$ cat src/rtl/mem_sequencer_pkg.sv
// Shared definitions for the memory sequencer: widths, bus command and FSM
// encodings, the LED/SW peripheral addresses and the address-class legality rule.
package mem_sequencer_pkg;

  localparam int unsigned ADDR_W = 9;
  localparam int unsigned DATA_W = 16;
  localparam int unsigned CNT_W  = 2;

  localparam logic [ADDR_W-1:0] LED_ADDR = 9'h100;
  localparam logic [ADDR_W-1:0] SW_ADDR  = 9'h140;

  typedef enum logic [1:0] {
    CMD_NONE  = 2'b00,
    CMD_READ  = 2'b01,
    CMD_WRITE = 2'b10
  } mem_cmd_e;

  typedef enum logic [1:0] {
    ST_IDLE = 2'b00,
    ST_RD   = 2'b01,
    ST_WR   = 2'b10,
    ST_DONE = 2'b11
  } state_e;

  typedef enum logic [1:0] {
    CLS_RAM      = 2'b00,
    CLS_LED      = 2'b01,
    CLS_SW       = 2'b10,
    CLS_UNMAPPED = 2'b11
  } addr_class_e;

  // RAM is read/write, LED write-only, SW read-only, anything else rejected.
  function automatic logic access_legal(addr_class_e cls, logic is_write);
    case (cls)
      CLS_RAM: return 1'b1;
      CLS_LED: return is_write;
      CLS_SW:  return !is_write;
      default: return 1'b0;
    endcase
  endfunction

endpackage

$ cat src/rtl/mem_sequencer_if.sv
// Requester + memory bus bundle for mem_sequencer.
//   slave  : sequencer view (takes requests, drives responses and the bus)
//   master : environment view (issues requests, returns read_data)
interface mem_sequencer_if;
  import mem_sequencer_pkg::*;

  logic              req_valid;
  logic              req_ready;
  logic              req_write;
  logic [ADDR_W-1:0] req_addr;
  logic [DATA_W-1:0] req_wdata;
  logic              rsp_valid;
  logic              rsp_err;
  logic [DATA_W-1:0] rsp_rdata;
  mem_cmd_e          mem_cmd;
  logic [ADDR_W-1:0] mem_addr;
  logic [DATA_W-1:0] write_data;
  logic [DATA_W-1:0] read_data;

  modport slave (
    input  req_valid, req_write, req_addr, req_wdata, read_data,
    output req_ready, rsp_valid, rsp_err, rsp_rdata, mem_cmd, mem_addr, write_data
  );

  modport master (
    output req_valid, req_write, req_addr, req_wdata, read_data,
    input  req_ready, rsp_valid, rsp_err, rsp_rdata, mem_cmd, mem_addr, write_data
  );

endinterface

$ cat src/rtl/mem_sequencer_addr_decode.sv
// Combinational address classifier (mem_addr_decode).
//   addr_i       : transaction address
//   addr_class_o : RAM / LED / SW / UNMAPPED
module mem_addr_decode
  import mem_sequencer_pkg::*;
(
  input  logic [ADDR_W-1:0] addr_i,
  output addr_class_e       addr_class_o
);

  always_comb begin
    addr_class_o = CLS_UNMAPPED;
    if (!addr_i[ADDR_W-1]) begin
      addr_class_o = CLS_RAM;
    end else if (addr_i == LED_ADDR) begin
      addr_class_o = CLS_LED;
    end else if (addr_i == SW_ADDR) begin
      addr_class_o = CLS_SW;
    end
  end

endmodule

$ cat src/rtl/mem_sequencer.sv
// Single-outstanding memory sequencer: accepts one load/store, runs it on the
// memory bus (RAM, LED, SW), and returns a one-cycle completion pulse.
//   clk   : rising-edge clock
//   reset : asynchronous active-high reset
//   bus   : request/response handshake and memory bus (slave modport)
module mem_sequencer
  import mem_sequencer_pkg::*;
#(
  parameter int unsigned READ_LATENCY = 1
) (
  input  logic            clk,
  input  logic            reset,
  mem_sequencer_if.slave  bus
);

  state_e            state_q;
  logic [CNT_W-1:0]  rd_cnt_q;
  mem_cmd_e          mem_cmd_q;
  logic [ADDR_W-1:0] mem_addr_q;
  logic [DATA_W-1:0] write_data_q;
  logic              rsp_valid_q;
  logic              rsp_err_q;
  logic [DATA_W-1:0] rsp_rdata_q;

  addr_class_e       req_class;
  logic              req_legal;

  mem_addr_decode u_decode (
    .addr_i       (bus.req_addr),
    .addr_class_o (req_class)
  );

  assign req_legal = access_legal(req_class, bus.req_write);

  // Ready is the only combinational output; gated by reset so it drops at once.
  assign bus.req_ready  = (state_q == ST_IDLE) && !reset;
  assign bus.mem_cmd    = mem_cmd_q;
  assign bus.mem_addr   = mem_addr_q;
  assign bus.write_data = write_data_q;
  assign bus.rsp_valid  = rsp_valid_q;
  assign bus.rsp_err    = rsp_err_q;
  assign bus.rsp_rdata  = rsp_rdata_q;

  // Sequencer FSM; the bus address/data registers double as the request latch.
  always_ff @(posedge clk or posedge reset) begin
    if (reset) begin
      state_q      <= ST_IDLE;
      rd_cnt_q     <= '0;
      mem_cmd_q    <= CMD_NONE;
      mem_addr_q   <= '0;
      write_data_q <= '0;
      rsp_valid_q  <= 1'b0;
      rsp_err_q    <= 1'b0;
      rsp_rdata_q  <= '0;
    end else begin
      rsp_valid_q <= 1'b0;
      unique case (state_q)
        ST_IDLE: begin
          if (bus.req_valid) begin
            if (!req_legal) begin
              state_q     <= ST_DONE;
              rsp_valid_q <= 1'b1;
              rsp_err_q   <= 1'b1;
            end else if (bus.req_write) begin
              state_q      <= ST_WR;
              mem_cmd_q    <= CMD_WRITE;
              mem_addr_q   <= bus.req_addr;
              write_data_q <= bus.req_wdata;
            end else begin
              state_q    <= ST_RD;
              mem_cmd_q  <= CMD_READ;
              mem_addr_q <= bus.req_addr;
              rd_cnt_q   <= '0;
            end
          end
        end
        ST_RD: begin
          // READ_LATENCY+1 RD cycles; capture on the edge that ends the last one.
          if (rd_cnt_q == CNT_W'(READ_LATENCY)) begin
            state_q     <= ST_DONE;
            mem_cmd_q   <= CMD_NONE;
            rsp_rdata_q <= bus.read_data;
            rsp_valid_q <= 1'b1;
            rsp_err_q   <= 1'b0;
          end else begin
            rd_cnt_q <= rd_cnt_q + CNT_W'(1);
          end
        end
        ST_WR: begin
          state_q     <= ST_DONE;
          mem_cmd_q   <= CMD_NONE;
          rsp_valid_q <= 1'b1;
          rsp_err_q   <= 1'b0;
        end
        ST_DONE: begin
          state_q <= ST_IDLE;
        end
        default: begin
          state_q   <= ST_IDLE;
          mem_cmd_q <= CMD_NONE;
        end
      endcase
    end
  end

endmodule

$ cat src/flat_wrapper.sv
// flat-port wrapper written by rule: the top's interface ports become plain ports
module mem_sequencer_flat import mem_sequencer_pkg::*;
#(
  parameter int unsigned READ_LATENCY = 1
)
  (clk, reset, bus_req_valid, bus_req_write, bus_req_addr, bus_req_wdata, bus_read_data, bus_req_ready, bus_rsp_valid, bus_rsp_err, bus_rsp_rdata, bus_mem_cmd, bus_mem_addr, bus_write_data);
  mem_sequencer_if bus_i ();
  input  logic clk;
  input  logic reset;
  input wire logic [$bits(bus_i.req_valid)-1:0] bus_req_valid;
  input wire logic [$bits(bus_i.req_write)-1:0] bus_req_write;
  input wire logic [$bits(bus_i.req_addr)-1:0] bus_req_addr;
  input wire logic [$bits(bus_i.req_wdata)-1:0] bus_req_wdata;
  input wire logic [$bits(bus_i.read_data)-1:0] bus_read_data;
  output wire logic [$bits(bus_i.req_ready)-1:0] bus_req_ready;
  output wire logic [$bits(bus_i.rsp_valid)-1:0] bus_rsp_valid;
  output wire logic [$bits(bus_i.rsp_err)-1:0] bus_rsp_err;
  output wire logic [$bits(bus_i.rsp_rdata)-1:0] bus_rsp_rdata;
  output wire logic [$bits(bus_i.mem_cmd)-1:0] bus_mem_cmd;
  output wire logic [$bits(bus_i.mem_addr)-1:0] bus_mem_addr;
  output wire logic [$bits(bus_i.write_data)-1:0] bus_write_data;
  assign bus_i.req_valid = bus_req_valid;
  assign bus_i.req_write = bus_req_write;
  assign bus_i.req_addr = bus_req_addr;
  assign bus_i.req_wdata = bus_req_wdata;
  assign bus_i.read_data = bus_read_data;
  assign bus_req_ready = bus_i.req_ready;
  assign bus_rsp_valid = bus_i.rsp_valid;
  assign bus_rsp_err = bus_i.rsp_err;
  assign bus_rsp_rdata = bus_i.rsp_rdata;
  assign bus_mem_cmd = bus_i.mem_cmd;
  assign bus_mem_addr = bus_i.mem_addr;
  assign bus_write_data = bus_i.write_data;
  mem_sequencer #(.READ_LATENCY(READ_LATENCY)) u_core (.clk(clk), .reset(reset), .bus(bus_i));
endmodule
$ cat config.mk
export PLATFORM = sky130hd
export DESIGN_NAME = mem_sequencer_flat
export DESIGN_NICKNAME = d
export VERILOG_FILES = /design/src/rtl/mem_sequencer_pkg.sv /design/src/rtl/mem_sequencer_if.sv /design/src/rtl/mem_sequencer_addr_decode.sv /design/src/rtl/mem_sequencer.sv /design/src/flat_wrapper.sv
export SDC_FILE = /design/constraint.sdc
export NUM_CORES = 1
export LEC_CHECK = 0
export ABC_AREA = 1
export CAP_MARGIN = 40
export CORE_ASPECT_RATIO = 1.5
export CORE_MARGIN = 2
export CORE_UTILIZATION = 40
export CTS_CLUSTER_SIZE = 25
export DETAILED_ROUTE_END_ITERATION = 8
export GPL_ROUTABILITY_DRIVEN = 0
export PLACE_DENSITY = 0.75
export REMOVE_ABC_BUFFERS = 1
export SLEW_MARGIN = 20
export SYNTH_ARGS = -nofsm -noshare
export SYNTH_HDL_FRONTEND = slang
export SYNTH_HIERARCHICAL = 1
export SYNTH_SLANG_ARGS = --single-unit
export TNS_END_PERCENT = 20
$ cat constraint.sdc
create_clock -name clk -period 2 [get_ports clk]
set_input_delay 0.4 -clock clk [delete_from_list [all_inputs] [get_ports clk]]
set_output_delay 0.4 -clock clk [all_outputs]
set_load 0.02 [all_outputs]
==> flow_metrics.env <==
export IMPL_worst_ep_arrival_time_ps=1510
export IMPL_synthMostInstantiatedCell="nand2_1"
export IMPL_antenna_violations_before_repair=0
export IMPL_h_tree_depth=2
export IMPL_total_area_of_multi_input_combinational_cells_sq_um=897
export IMPL_clock_tree_from_tritoncts="built"
export IMPL_area_fraction_in_compound_gates_after_synthesis=0.0134
export IMPL_routed_wire_length_per_instance_um=12.2
export IMPL_layout_drive_gt1_share=0.0820
export IMPL_clock_tree_root_cell="clkbuf_8"
export IMPL_yosys_register_bits=49
export IMPL_wl_mm=5.31
export IMPL_clkSlewWorstSetupHoldPaths_ps=90
export IMPL_numPortBuffers=90
export IMPL_cts_hold_fix_buffers=0
export IMPL_power_ir_vdd_worst_mv=0.772
export IMPL_max_clock_freq_ghz=0.524
export IMPL_finalHoldViolations=0
export IMPL_place_ws_ps=-18.0
export IMPL_critical_path_reg2reg_endpoint="u_core/rd_cnt_q[0]"
export IMPL_cts_made_buffers=5
export IMPL_worst_ep_required_time_ps=1600
export IMPL_arithmetic_cell_share_of_the_synthesized_area_counting_full_adders_half_adders_and_majority_gates=0.0391
export IMPL_netlist_instances=265
export IMPL_height_of_the_die_um=95.6
export IMPL_post_cts_setup_buffers=0
export IMPL_io_pins=91
export IMPL_synth_top_family_by_area="simple AND/OR/NAND/NOR gates"
export IMPL_synth_avg_cell_area_sq_um=8.44
export IMPL_max_slew_margin=0.694
export IMPL_simple_gate_share_of_the_synthesized_area=0.348
export IMPL_syn_to_final_growth_pct=51.3
export IMPL_timing_worst_setup_path_type="reg2out"
export IMPL_cap_violations=0
export IMPL_netlist_area_sq_mm=0.00224
export IMPL_synth_area_leader_cell="dfrtp_1"
export IMPL_post_route_min_period_ps=1910
export IMPL_design_core_area_sq_mm=0.00545
export IMPL_grt_max_degree=20
export IMPL_transition_time_of_the_tightest_slew_check_pin_ps=456
export IMPL_diodes=0
export IMPL_clock_sinks=49
export IMPL_routed_via_density=4.65
export IMPL_worst_path_max_fanout=4
export IMPL_timing_rr_start="u_core/state_q[0]"
export IMPL_yosysSeqAreaShare=0.548
export IMPL_drt_initial_drc_count=136
export IMPL_synth_edf_count=0
export IMPL_cp_end_kind="output pin"
export IMPL_die_area_sq_mm=0.00622
export IMPL_pre_antenna_drt_iters=4
export IMPL_finalSetupViolCount=0
export IMPL_cellLeakagePower_nw=1.67
export IMPL_timing_max_transition_violations_final=0
export IMPL_grt_total_usage=0.180
export IMPL_ranking_of_synthesized_cells_by_instance_count="133 x nand2_1, 49 x dfrtp_1, 18 x nand4_1"
export IMPL_critical_path_startpoint_type="flip-flop"
export IMPL_number_of_rows_created_at_floorplan=33
export IMPL_synthTopCellsByArea="dfrtp_1 55%, nand2_1 22%, nand4_1 5.0%"
export IMPL_route_antenna_remaining_nets=0
export IMPL_placedCellCount=428
export IMPL_layout_area_seq_sq_mm=0.00123
export IMPL_muxShareOfSynthArea=0
export IMPL_worstSkewPairLatency_ps=290
export IMPL_final_period_utilization=0.955
export IMPL_status="finished clean"
export IMPL_die_width_um=65.1
export IMPL_synth_lib_cells_used_distinct=23
export IMPL_grt_pass1_wl_mm=8.68
export IMPL_via_count=2027
export IMPL_grt_pass1_vias=1912
export IMPL_rsz0062_at_grt="no"
export IMPL_floorplan_initialDensity=0.410
export IMPL_number_of_buffers_between_clock_root_and_the_deepest_sink=2
export IMPL_synth_ff_type="dfrtp_1"
export IMPL_final_fill_count=492
export IMPL_hold_path_class="in2async"
export IMPL_detail_route_drc_violations=0
export IMPL_detailedPlacementHpwl_mm=4.07
export IMPL_finish_net_count=417
export IMPL_synth_xor_xnor_area_share=0
export IMPL_reg2reg_setup_slack_ps=330
export IMPL_final_cells=436
export IMPL_ys_warnings_count=6
export IMPL_async_flop_share=1.00
export IMPL_final_setup_skew_ps=4.78
export IMPL_yosys_area_top_type_share=0.548
export IMPL_finalWorstSetupSlack_ps=90.2
export IMPL_r2r_cells=8
export IMPL_grt_overflow=0
export IMPL_power_density_mw_per_mm2=1530
==> stage by stage <==
| stage | power, W | cell area, sq um | hold WS, ps | setup TNS, ps | util |
|---|---|---|---|---|---|
| 2_1_floorplan | 0.00318 | 2190 | 442 | 0 | - |
| 3_3_place_gp | 0.00444 | 3270 | 453 | 0 | 0.600 |
| 3_5_place_dp | 0.00451 | 3270 | 458 | -18.0 | 0.600 |
| 4_1_cts | 0.00523 | 3380 | 468 | 0 | 0.621 |
| 5_1_grt | 0.00557 | 3380 | 495 | 0 | 0.621 |
| 6_report | 0.00518 | 3380 | 459 | 0 | 0.621 |
==> how the worst max path moves through the flow <==
stage	startpoint	end	slack, ps	cells after the start
after floorplan	u_core/state_q[0]	bus_req_ready	190	4
after global placement	reset	bus_req_ready	50	3
after detailed placement	reset	bus_req_ready	-20	3
after CTS	u_core/state_q[0]	bus_req_ready	60	5
after global routing	u_core/state_q[0]	bus_req_ready	20	5
final	u_core/state_q[0]	bus_req_ready	90	5
==> sequential cells by signal (all words and copies together), names as in the netlist <==
| name | count |
|---|---|
| u_core/bus.mem_addr | 9 |
| u_core/bus.rsp_rdata | 16 |
| u_core/rd_cnt_q | 2 |
| u_core/bus.rsp_valid | 1 |
| u_core/bus.write_data | 16 |
| u_core/bus.mem_cmd | 2 |
| u_core/bus.rsp_err | 1 |
| u_core/state_q | 2 |
==> power by group <==
| group | switching (W) | internal [W] | leakage, nW |
|---|---|---|---|
| Sequential | 0.000252 | 0.00147 | 0.608 |
| Combinational | 0.00150 | 0.00124 | 1.00 |
| Clock | 0.000308 | 0.000408 | 0.0585 |
==> layer usage <==
layer | share of wire | up-vias | track usage
met4 | 0.020 | 0 | 0.0677
met2 | 0.53 | 50 | 0.326
li1 | - | 1033 | -
met5 | 0 | - | 0
met3 | 0.046 | 9 | 0.0307
met1 | 0.40 | 935 | 0.212
==> timing repair <==
action	CTS	global route
pin swaps	0	0
gates resized for setup	1	1
endpoints found under the setup margin	1	1
==> final cells by class <==
cell class	count	area share
clock inverter	1	0.00887
sequential	49	0.362
multi-input combinational	192	0.265
inverter	17	0.0203
clock buffer	7	0.0255
timing repair buffer	100	0.292
tap	70	0.0259
==> cell families (layout without fill, tap and decap cells) <==
group	after synthesis	after routing
AND/OR/NAND/NOR	179	179
flip-flops	49	49
buffers and inverters	24	125
adder cells (fa/ha/maj)	7	7
AO/OA/AOI/OAI	6	6
==> cell usage in the layout (no fill, tap or decap), drive strengths merged <==
master	n
dfrtp	49
clkdlybuf4s50	89
clkbuf	7
clkinv	1
clkdlybuf4s15	1
a21oi	1
nor2	17
inv	16
nand3	8
o21ai	5
ha	7
nand4	18
bufinv	1
nand2	136
buf	10
==> worst max-delay path, cell delays in order (launching register included) <==
cell and delay, ps:
dfrtp_1 430, inv_1 100, ha_1 190, inv_1 60
nor2_1 110, clkdlybuf4s15_1 340
Note: power is estimated with default switching activity, not from simulation.
